[src/rtl/datapath_seq.sv]
// Multi-cycle register-file datapath: accepts one operation, loads A, executes, then pulses done.
// Fixed four-state sequence gives constant latency and one operation every four cycles.
module datapath_seq #(
    parameter int W  = 16,
    parameter int NR = 4,
    localparam int RA = $clog2(NR)
) (
    input  logic          clk,
    input  logic          reset,
    input  logic          start,
    output logic          ready,
    input  logic [2:0]    op,
    input  logic [RA-1:0] rd,
    input  logic [RA-1:0] rs,
    input  logic [RA-1:0] ra,
    input  logic [W-1:0]  in,
    output logic [W-1:0]  out,
    output logic          N,
    output logic          Z,
    output logic          done
);

    typedef enum logic [1:0] {S_IDLE, S_LDA, S_EXEC, S_DONE} state_t;

    localparam logic [2:0] OP_LOAD  = 3'b000;
    localparam logic [2:0] OP_SHL   = 3'b001;
    localparam logic [2:0] OP_SHL1  = 3'b010;
    localparam logic [2:0] OP_CAT   = 3'b011;
    localparam logic [2:0] OP_SUBH  = 3'b100;
    localparam logic [2:0] OP_ADD   = 3'b101;
    localparam logic [2:0] OP_PASSA = 3'b110;
    localparam logic [2:0] OP_NOP   = 3'b111;

    state_t        state_q, state_d;
    logic [2:0]    op_q, op_d;
    logic [RA-1:0] rd_q, rd_d;
    logic [RA-1:0] rs_q, rs_d;
    logic [RA-1:0] ra_q, ra_d;
    logic [W-1:0]  in_q, in_d;
    logic [W-1:0]  a_q, a_d;
    logic          n_q, n_d;
    logic          z_q, z_d;
    logic [W-1:0]  regs_q [NR];
    logic [W-1:0]  regs_d [NR];

    logic [W-1:0]  src;
    logic [W-1:0]  result;

    // Source operand is read straight from the file, so rd==rs sees the pre-write value.
    always_comb begin
        src    = regs_q[rs_q];
        result = '0;
        case (op_q)
            OP_LOAD:  result = in_q;
            OP_SHL:   result = {src[W-2:0], 1'b0};
            OP_SHL1:  result = {src[W-2:0], 1'b1};
            OP_CAT:   result = {a_q[W/2-1:0], src[W/2-1:0]};
            OP_SUBH:  result = {{(W/2){1'b0}}, a_q[W-1:W/2]} - src;
            OP_ADD:   result = a_q + src;
            OP_PASSA: result = a_q;
            default:  result = '0;
        endcase
    end

    always_comb begin
        state_d = state_q;
        op_d    = op_q;
        rd_d    = rd_q;
        rs_d    = rs_q;
        ra_d    = ra_q;
        in_d    = in_q;
        a_d     = a_q;
        n_d     = n_q;
        z_d     = z_q;
        regs_d  = regs_q;
        case (state_q)
            S_IDLE: begin
                if (start) begin
                    state_d = S_LDA;
                    op_d    = op;
                    rd_d    = rd;
                    rs_d    = rs;
                    ra_d    = ra;
                    in_d    = in;
                end
            end
            S_LDA: begin
                a_d     = regs_q[ra_q];
                state_d = S_EXEC;
            end
            S_EXEC: begin
                state_d = S_DONE;
                if (op_q != OP_NOP) begin
                    regs_d[rd_q] = result;
                    n_d          = result[W-1];
                    z_d          = (result == '0);
                end
            end
            S_DONE:  state_d = S_IDLE;
            default: state_d = S_IDLE;
        endcase
    end

    always_ff @(posedge clk) begin
        if (reset) begin
            state_q <= S_IDLE;
            op_q    <= '0;
            rd_q    <= '0;
            rs_q    <= '0;
            ra_q    <= '0;
            in_q    <= '0;
            a_q     <= '0;
            n_q     <= 1'b0;
            z_q     <= 1'b0;
            for (int i = 0; i < NR; i++) begin
                regs_q[i] <= '0;
            end
        end else begin
            state_q <= state_d;
            op_q    <= op_d;
            rd_q    <= rd_d;
            rs_q    <= rs_d;
            ra_q    <= ra_d;
            in_q    <= in_d;
            a_q     <= a_d;
            n_q     <= n_d;
            z_q     <= z_d;
            for (int i = 0; i < NR; i++) begin
                regs_q[i] <= regs_d[i];
            end
        end
    end

    assign ready = (state_q == S_IDLE);
    assign done  = (state_q == S_DONE);
    assign out   = regs_q[1];
    assign N     = n_q;
    assign Z     = z_q;

endmodule

[config.mk]
export PLATFORM = sky130hd
export DESIGN_NAME = datapath_seq
export DESIGN_NICKNAME = d
export VERILOG_FILES = /design/src/rtl/datapath_seq.sv
export SDC_FILE = /design/constraint.sdc
export NUM_CORES = 1
export LEC_CHECK = 0
export CORE_MARGIN = 5
export CORE_UTILIZATION = 55
export DETAILED_ROUTE_END_ITERATION = 8
export PLACE_DENSITY = 0.81
export SYNTH_ARGS = -nofsm -noshare
export SYNTH_HDL_FRONTEND = slang
export SYNTH_SLANG_ARGS = --single-unit
[constraint.sdc]
create_clock -name clk -period 7.4 [get_ports clk]
set_input_delay 0.74 -clock clk [delete_from_list [all_inputs] [get_ports clk]]
set_output_delay 0.74 -clock clk [all_outputs]
set_load 0.005 [all_outputs]
==> impl_metrics.tcl, run 1 <==
set metrics [dict create \
    outcome "completed" \
    startpoint_type "register" \
    antenna_found_initial 0 \
    htree_num_levels 3 \
    setup_viol 0 \
    antenna_cells 0 \
    stdcell_count 963 \
    final_util 0.611 \
    final_cell_mix "nor2_1 (111), dfxtp_1 (109), nand2_1 (82)" \
    endpoint_kind "register" \
    synth-main-ff-cell "dfxtp_1" \
    die_area_mm2 0.0150 \
    synth_warnings 0 \
    dp_hpwl_um 14000 \
    placedCellCount 947 \
    seq_power_share 0.322 \
    clock_path_buffers 2 \
    power.total_uw 2360 \
    clock_power_share 0.211 \
    ff_latch_area_mm2 0.00218 \
    wl_per_cell_um 20.5 \
    via_count 6232 \
    hold_depth 2 \
    tightestPinTransition_ps 1170 \
    area_growth_pct 9.93 \
    drt_wl_total_um 19800 \
    r2r_cells 12 \
    tritoncts "done" \
    final_common_cell "nor2_1" \
    multi_input_area_mm2 0.00434 \
    finalHoldViolations 0 \
    cellLeakagePower_uw 0.00266 \
    synth-seq-area-share 0.314 \
    drtIter0Drc 728 \
    drcViolationCount 0 \
    critical_path_required_ps 7700 \
    setup_ws_ps 2690 \
    synth-async-reset-ratio 0 \
    synth_nets 851 \
    worstReg2RegStart "rs_q[0]" \
    netlist_instances 791 \
    ant_nets 0 \
    ys_types 72 \
    min_from "in_q[14]" \
    synth_edf_count 0 \
    relSlewSlack 0.219 \
    root_buffer "clkbuf_16" \
    ir_worst_vdd_uv 162 \
    firstDrtPassIters 7 \
    fin_nets 846 \
    path_class "register to register" \
    pwr-share-comb 0.467 \
    fmax_mhz 212 \
    grt_max_degree 57 \
    cp.arrival_ps 5000 \
    die_h_um 122 \
    io_pins 48 \
    grt_pass1_vias 6077 \
    place_congestion 0.988 \
    vias_per_cell 6.47 \
    max_cap_violations 0 \
    p_sw_frac 0.408 \
    clock_skew_ps 11.7 \
    switching_power_uw 963 \
    syn_area_per_cell_um2 8.79 \
    numPortBuffers 47 \
    grt_pass1_wl_um 32000 \
    timing.final.crit_share 0.636 \
    slew_violations 0 \
    grt-ovfl-total 0 \
    netlist_area_mm2 0.00696 \
    start_util 0.556 \
    min_path_type "register to register" \
    cts.repair.resized 0 \
    clk_pin_slew_worst_paths_ps 70 \
    gr-usage-all-layers 0.273 \
    clk_latency_ps 360 \
    tns_ps 0 \
    fill_cells 1084 \
    hold_buffers 0 \
    dp_slack_ps 2750 \
    ys_ff_latch 109 \
    clock_sinks 109 \
    numCtsBuffers 9 \
    finalCriticalPeriod_ps 4710 \
    postCtsSetupBuffers 0 \
    drive_gt1_frac 0.105 \
    startpoint "rs_q[0]" \
    rows 41 \
    critPathMaxFanout 21 \
    die_width_um 122 \
    core_area_mm2 0.0125 \
    power_density_mw_per_mm2 308 \
    p_int_uw 1400 \
    rsz0062_at_grt "false" \
]
## Yosys cell counts (5+ instances only)
| library cell | number | area share |
|---|---|---|
| nor2_1 | 113 | 0.061 |
| dfxtp_1 | 109 | 0.31 |
| nand2_1 | 82 | 0.044 |
| a21oi_1 | 60 | 0.043 |
| a211oi_1 | 57 | 0.062 |
| clkbuf_1 | 38 | 0.021 |
| mux4_2 | 35 | 0.11 |
| mux2i_1 | 32 | 0.046 |
| ha_1 | 30 | 0.054 |
| o21ai_0 | 21 | 0.015 |
| buf_4 | 18 | 0.019 |
| inv_1 | 17 | 0.0092 |
| nor3_1 | 16 | 0.012 |
| xnor2_1 | 13 | 0.016 |
| nand3_1 | 11 | 0.0079 |
| a31oi_1 | 7 | 0.0063 |
| and3_1 | 7 | 0.0063 |
| nor2b_1 | 7 | 0.0063 |
| buf_2 | 6 | 0.0043 |
| xor2_1 | 6 | 0.0076 |
| and2_1 | 5 | 0.0045 |
| buf_1 | 5 | 0.0027 |
| nor3b_1 | 5 | 0.0054 |
## power by group through the flow
stage | Combinational (uW) | Sequential [uW] | Clock (uW)
floorplan | 872 | 715 | 0
global placement | 1050 | 766 | 0
detailed placement | 1080 | 771 | 0
CTS | 1090 | 759 | 505
global route | 1210 | 772 | 528
finish | 1100 | 760 | 497
## worst paths after layout
| path | end | slack [ps] |
|---|---|---|
| max | Z | 2690 |
| max reg2reg | Z | 2690 |
| min reg2reg | in_q[14] | 460 |
| min | in_q[14] | 460 |
## critical path, stage by stage (launching register included)
cell	delay, ps
dfxtp_1	1100
mux4_2	690
ha_1	270
fa_1	440
a211oi_1	350
o21ba_2	200
o32ai_1	70
a211o_1	400
nor4b_1	340
and4_1	230
and4b_1	190
and4_1	230
a31o_1	140
## per-layer routing
| metal | GRT usage | vias up | part of all wire |
|---|---|---|---|
| li1 | - | 2886 | - |
| met1 | 0.379 | 2988 | 0.42 |
| met2 | 0.427 | 307 | 0.47 |
| met3 | 0.0452 | 51 | 0.077 |
| met4 | 0.109 | 0 | 0.031 |
| met5 | 0 | - | 0 |
## cells by family after synthesis
| logic type | synth area share |
|---|---|
| fa+ha+maj | 0.0597 |
| xor+xnor | 0.0239 |
| mux | 0.170 |
| flops | 0.314 |
| compound gates | 0.201 |
| simple gates | 0.168 |
| buf+inv | 0.0642 |
## metrics by stage
| step | hold WS [ps] | cell area, um2 |
|---|---|---|
| 2_1_floorplan | 432 | 6960 |
| 3_3_place_gp | 450 | 7340 |
| 3_5_place_dp | 450 | 7340 |
| 4_1_cts | 461 | 7650 |
| 5_1_grt | 485 | 7650 |
| 6_report | 458 | 7650 |
## state kept, by name, summed over array words and instances, names as in the netlist
name and flops:
regs_q 48, a_q 16, in_q 16, out 16
op_q 3, ra_q 2, rd_q 2, rs_q 2
state_q 2, N 1, Z 1
## area by class of cell
class                           count  area share
Clock buffer                        9      0.0295
Inverter                           20     0.00982
Multi-Input combinational cell    591       0.567
Sequential cell                   109       0.285
Tap cell                          172      0.0281
Timing Repair Buffer               55      0.0690
Clock inverter                      7      0.0110
Note: power is estimated with default switching activity, not from simulation.
==> inputs of run 2 (changes only) <==
==> constraint.sdc (replaced) <==
create_clock -name clk -period 4.54 [get_ports clk]
set_input_delay 0.454 -clock clk [delete_from_list [all_inputs] [get_ports clk]]
set_output_delay 0.454 -clock clk [all_outputs]
set_load 0.005 [all_outputs]
==> impl_metrics.tcl, run 2 (synthesized netlist as in run 1, its figures left out) <==
set metrics [dict create \
    placedCellCount 956 \
    max_cap_violations 0 \
    firstDrtPassIters 6 \
    postCtsSetupBuffers 0 \
    cts.repair.resized 0 \
    drt_wl_total_um 20300 \
    rows 41 \
    via_count 6221 \
    cp.arrival_ps 4540 \
    final_common_cell "nor2_1" \
    root_buffer "clkbuf_16" \
    clock_sinks 109 \
    grtUsageMet3 0.0419 \
    antenna_found_initial 0 \
    core_area_mm2 0.0125 \
    largest_reg_flops 48 \
    clock_skew_ps 8.25 \
    fin_nets 855 \
    top_register "regs_q" \
    tns_ps 0 \
    critical_path_required_ps 4790 \
    antenna_cells 0 \
    vias_per_cell 6.40 \
    tritoncts "done" \
    worstReg2RegStart "rs_q[0]" \
    finalCriticalPeriod_ps 4290 \
    relSlewSlack 0.212 \
    place_area_mm2 0.00741 \
    drcViolationCount 0 \
    grt_pass1_vias 6045 \
    grt_max_degree 73 \
    fill_cells 1113 \
    min_path_type "register to register" \
    critPathMaxFanout 14 \
    hold-path-endpoint "in_q[7]" \
    dp_hpwl_um 14900 \
    power_density_mw_per_mm2 506 \
    timing.final.crit_share 0.944 \
    use_met1 0.390 \
    numCtsBuffers 9 \
    htree_num_levels 3 \
    ant_nets 0 \
    cellLeakagePower_uw 0.00272 \
    busiest_layer "met2" \
    slew_violations 0 \
    r2r_cells 10 \
    grt_pass1_wl_um 32300 \
    finalHoldViolations 0 \
    startpoint_type "register" \
    hold_depth 2 \
    clk_pin_slew_worst_paths_ps 80 \
    final_cell_mix "nor2_1 (111), dfxtp_1 (109), nand2_1 (82)" \
    setup_viol 0 \
    clk_latency_ps 360 \
    ff2ff_setup_slack_ps 250 \
    die_area_mm2 0.0150 \
    endpoint_kind "register" \
    start_util 0.556 \
    drtIter0Drc 658 \
    wl_per_cell_um 20.9 \
    min_from "in_q[7]" \
    die_width_um 122 \
    reg2reg_to "Z" \
    fmax_mhz 233 \
    drive_gt1_frac 0.115 \
    area_growth_pct 10.8 \
    fin_area_mm2 0.00771 \
    numPortBuffers 47 \
    tightestPinTransition_ps 1180 \
    gr-usage-all-layers 0.279 \
    io_pins 48 \
    hold_buffers 0 \
    path_class "register to register" \
    clock_path_buffers 2 \
    rsz0062_at_grt "false" \
    die_h_um 122 \
    stdcell_count 972 \
    outcome "completed" \
    grt_util_met2 0.430 \
    grt-ovfl-total 0 \
    place_congestion 0.964 \
    ir_worst_vdd_uv 284 \
]
==> run 2: how the worst max path moves through the flow <==
stage / end / from / cells after the start / slack (ps)
global route: Z / rs_q[0] / 10 / 100
detailed placement: Z / rs_q[0] / 12 / 400
finish: Z / rs_q[0] / 10 / 250
floorplan: Z / rs_q[0] / 12 / 1030
global placement: Z / rs_q[0] / 12 / 530
CTS: Z / rs_q[0] / 10 / 330
==> run 2: metal layers <==
| metal | vias to the layer above | wire length [um] |
|---|---|---|
| met4 | 0 | 714 |
| met3 | 46 | 1670 |
| met5 | - | 0 |
| met2 | 318 | 9360 |
| met1 | 2960 | 8550 |
| li1 | 2897 | - |
==> run 2: where the power goes <==
part / switching (uW) / leakage (uW) / internal (uW) / total [uW]
sequential: 167 / 0.000883 / 1080 / 1250
combinational: 1050 / 0.00168 / 783 / 1840
clock: 380 / 0.000154 / 437 / 817
==> run 2: area by class of cell <==
cell class,count,area (um2),area share
clock buffer,9,225,0.0292
inverter,20,75.1,0.00974
clock inverter,7,80.1,0.0104
sequential,109,2180,0.283
multi-input combinational,591,4340,0.563
timing repair buffer,64,596,0.0772
tap,172,215,0.0279
==> run 2: stage by stage <==
stage	power [uW]	util	hold slack, ps	worst slack [ps]
floorplan	2590	-	432	1030
global placement	3020	0.592	451	530
detailed placement	3060	0.592	454	402
CTS	3880	0.616	467	328
global route	4130	0.616	476	99.9
finish	3900	0.616	463	255
==> run 2: worst max-delay path: stages, from the launching register on <==
cell and delay [ps]:
dfxtp_1 570, buf_4 340, mux4_1 720, ha_1 430, nor3b_1 340, a41oi_1 250
a221oi_1 550, xnor2_1 170, o211a_2 340, and4_1 230, a31o_1 230
==> inputs of run 3 (changes only) <==
--- a/config.mk
+++ b/config.mk
@@ -5,10 +5,11 @@
 export SDC_FILE = /design/constraint.sdc
 export NUM_CORES = 1
 export LEC_CHECK = 0
-export CORE_MARGIN = 5
+export CORE_MARGIN = 10
 export CORE_UTILIZATION = 55
 export DETAILED_ROUTE_END_ITERATION = 8
 export PLACE_DENSITY = 0.81
+export REMOVE_ABC_BUFFERS = 1
 export SYNTH_ARGS = -nofsm -noshare
 export SYNTH_HDL_FRONTEND = slang
 export SYNTH_SLANG_ARGS = --single-unit
==> impl_metrics.tcl, run 3 (synthesized netlist as in run 1, its figures left out) <==
set metrics [dict create \
    clock_sinks 109 \
    drcViolationCount 0 \
    root_buffer "clkbuf_16" \
    ff2ff_setup_slack_ps 480 \
    max_stage_delay_ps 610 \
    firstDrtPassIters 5 \
    ant_nets 0 \
    via_count 6136 \
    crit_top_cell "and4_1" \
    clk_latency_ps 370 \
    tns_ps 0 \
    clk_pin_slew_worst_paths_ps 80 \
    die_width_um 132 \
    tritoncts "done" \
    cts.repair.resized 0 \
    die_h_um 132 \
    postCtsSetupBuffers 0 \
    stdcell_count 970 \
    antenna_cells 0 \
    setup_viol 0 \
    htree_num_levels 3 \
    rows 41 \
    crit_path_cell_trace "mux4_2 > ha_1 > fa_1 > a211oi_1 > o21ba_2 > o32ai_1 > a211o_1 > nor4b_1 > and4_1 > and4b_1 > and4_1 > a31o_1" \
    area_growth_pct 10.8 \
    antenna_found_initial 0 \
    vias_per_cell 6.33 \
    clock_path_buffers 2 \
    place_congestion 0.978 \
    min_path_type "register to register" \
    fin_area_mm2 0.00771 \
    max_cap_violations 0 \
    fill_cells 1082 \
    grt_max_degree 66 \
    hold_buffers 0 \
    startpoint_type "register" \
    cellLeakagePower_uw 0.00271 \
    wl_per_cell_um 20.7 \
    grt-ovfl-total 0 \
    critical_path_required_ps 4850 \
    drtIter0Drc 655 \
    core_area_mm2 0.0125 \
    cp.arrival_ps 4370 \
    rsz0062_at_grt "false" \
    die_area_mm2 0.0175 \
    place_area_mm2 0.00740 \
    numCtsBuffers 9 \
    largest_reg_flops 48 \
    numPortBuffers 47 \
    critPathMaxFanout 6 \
    grt_pass1_vias 6070 \
    tightestPinTransition_ps 1190 \
    placedCellCount 954 \
    finalHoldViolations 0 \
    power_density_mw_per_mm2 507 \
    drt_wl_total_um 20100 \
    finalCriticalPeriod_ps 4060 \
    start_util 0.556 \
    relSlewSlack 0.208 \
    critical_path.slowest_cell "mux4_2" \
    top_register "regs_q" \
    final_common_cell "nor2_1" \
    clock_skew_ps 10.5 \
    outcome "completed" \
    fin_nets 853 \
    timing.final.crit_share 0.895 \
    endpoint_kind "register" \
    gr-usage-all-layers 0.227 \
    io_pins 48 \
    drive_gt1_frac 0.110 \
    ir_worst_vdd_uv 332 \
    grt_pass1_wl_um 32400 \
    slew_violations 0 \
    dp_hpwl_um 14500 \
    final_cell_mix "nor2_1 (111), dfxtp_1 (109), nand2_1 (82)" \
    path_class "register to register" \
    fmax_mhz 246 \
]
run 3: path summary, 6_finish.rpt:
path	startpoint	to	cells after the start
worst min-delay path	in_q[8]	in_q[8]	2
worst max register to register	rs_q[0]	Z	12
worst min register to register	in_q[8]	in_q[8]	2
worst max-delay path	rs_q[0]	Z	12
run 3: routing by layer:
| layer | wire [um] | global-route usage |
|---|---|---|
| met1 | 8580 | 0.294 |
| met3 | 1470 | 0.0530 |
| met5 | 0 | 0 |
| met4 | 408 | 0.0691 |
| met2 | 9610 | 0.366 |
run 3: critical path: cells and delay by family (launching register included):
kind            cells  cell delay (ps)
compound gates      5             1200
mux                 1              610
fa+ha+maj           2              710
flops               1              410
simple gates        4             1090
run 3: cell type report:
class	count	area, um2	area share
clock buffer	11	233	0.0302
tap	172	215	0.0279
inverter	20	75.1	0.00974
clock inverter	5	75.1	0.00974
multi-input combinational	591	4340	0.563
sequential	109	2180	0.283
timing repair buffer	62	593	0.0769
run 3: per-stage QoR:
step           setup slack (ps)  total power, uW  utilization  hold slack, ps
6_report                    477             3910        0.616             467
5_1_grt                     318             4150        0.616             482
4_1_cts                     564             3890        0.616             468
3_5_place_dp                602             3060        0.591             452
3_3_place_gp                675             3000        0.591             444
2_1_floorplan               489             2520            -             426
run 3: report_power, final:
| group | internal, uW | leakage [uW] | switching [uW] |
|---|---|---|---|
| Sequential | 1080 | 0.000883 | 148 |
| Clock | 442 | 0.000149 | 392 |
| Combinational | 780 | 0.00167 | 1070 |
==> RTL edit (settings of run 2) <==
`NR`: 4 -> 8.
--- a/src/rtl/datapath_seq.sv
+++ b/src/rtl/datapath_seq.sv
@@ -4,3 +4,3 @@
     parameter int W  = 16,
-    parameter int NR = 4,
+    parameter int NR = 8,
     localparam int RA = $clog2(NR)
Ports: changed (resized ra, rd and rs); port bits go from 48 to 51. The function was not compared with the original's and may differ.
==> RTL edit against run 2 <==
Total power grew 63%; synthesized area up 49%; first-iteration DRC count grew 33%; final area increased by 49%; setup slack better by 0.010 ns; routed wire length is 45% higher; global-route usage fell by 0.72 points; sequential cell count is 67 higher.
==> RTL edit: results (changes against run 2) <==
* Synthesized-area fraction occupied by xor and xnor cells at 1.86% (was 2.39%)
* Routability congestion estimate from global placement at 0.933 (was 0.964)
* GRT Resource Usage Total at 27.1% (was 27.9%)
* Initial DRT Pass Iterations at 8 (was 6)
* CP max-delay cell: sky130_fd_sc_hd__a2111o_1 (was sky130_fd_sc_hd__mux4_1)
* Number of global-route vias before repair at 8664 (was 6045)
* Transition time of the tightest slew-check pin at 1.21 ns (was 1.18 ns)
* WL/cell at 21.2 um (was 20.9 um)
* Highest net fanout along the worst path at 9 (was 14)
* First-pass GRT wire length at 47200 um (was 32300 um)
* Power density over the cells at 553 nW/um^2 (was 506 nW/um^2)
* Share of synthesized cell area in full adder, half adder and majority cells at 4.01% (was 5.97%)
* Mapped Nets at 1203 (was 851)
* Count of H-tree levels built during CTS at 4 (was 3)
* Met1 track utilization from global routing at 36.4% (was 39.0%)
* Mux contribution to synthesized area at 19.0% (was 17.0%)
* Synthesized area per cell at 9.09 sq um (was 8.79 sq um)
* Outcome: complete, no violations (unchanged)
* Fraction of the mapped netlist area in compound gates at 17.9% (was 20.1%)
* Skew-Pair Late Insertion Delay at 0.44 ns (was 0.36 ns)
* Maximum number of pins on one net before global-route repair at 66 (was 73)
* Distinct cell type count after synthesis at 77 (was 72)
* Post-Place Cells at 1350 (was 956)
* Internal power contribution at 3.76 mW (was 2.30 mW)
* Vias per std cell at 6.54 (was 6.40)
[RTL edit: area by class of cell]
| type | instances | area (sq um) |
|---|---|---|
| timing repair buffer | 79 | 719 |
| clock buffer | 19 | 443 |
| multi-input combinational | 839 | 6220 |
| clock inverter | 13 | 181 |
| inverter | 22 | 82.6 |
| tap | 234 | 293 |
| fill | 1538 | 7180 |
| sequential | 176 | 3530 |
[RTL edit: cell families (layout without fill, tap and decap cells)]
logic type      Yosys count  in the layout
compound gates          261            261
xor+xnor                 22             22
fa+ha+maj                32             32
buf+inv                 125            133
flops                   176            176
mux                     119            119
simple gates            405            405
[RTL edit: per-stage QoR]
| step | setup WS [ns] | utilization, % | hold WS (ns) | area, sq um |
|---|---|---|---|---|
| 3_3_place_gp | 0.278 | 58.1 | 0.445 | 10800 |
| 3_5_place_dp | 0.206 | 58.1 | 0.454 | 10800 |
| 4_1_cts | 0.178 | 61.5 | 0.468 | 11500 |
| 5_1_grt | 0.0451 | 61.5 | 0.484 | 11500 |
| 6_report | 0.265 | 61.5 | 0.467 | 11500 |
| 2_1_floorplan | 0.656 | - | 0.436 | 10400 |
[RTL edit: how the worst min path moves through the flow]
stage / from / slack (ns) / to / depth (start not counted)
after global routing: in_q[6] / 0.48 / in_q[6] / 2
after CTS: in_q[3] / 0.47 / in_q[3] / 2
final: in_q[5] / 0.47 / in_q[5] / 2
after global placement: in_q[6] / 0.45 / in_q[6] / 2
after floorplan: in_q[11] / 0.44 / in_q[11] / 2
after detailed placement: in_q[0] / 0.45 / in_q[0] / 2
[RTL edit: repair_timing]
action / in CTS / in global routing
endpoints found under the setup margin: 0 / 10
hold buffers: 0 / 0
resized for setup: 0 / 2
buffers inserted: 0 / 0
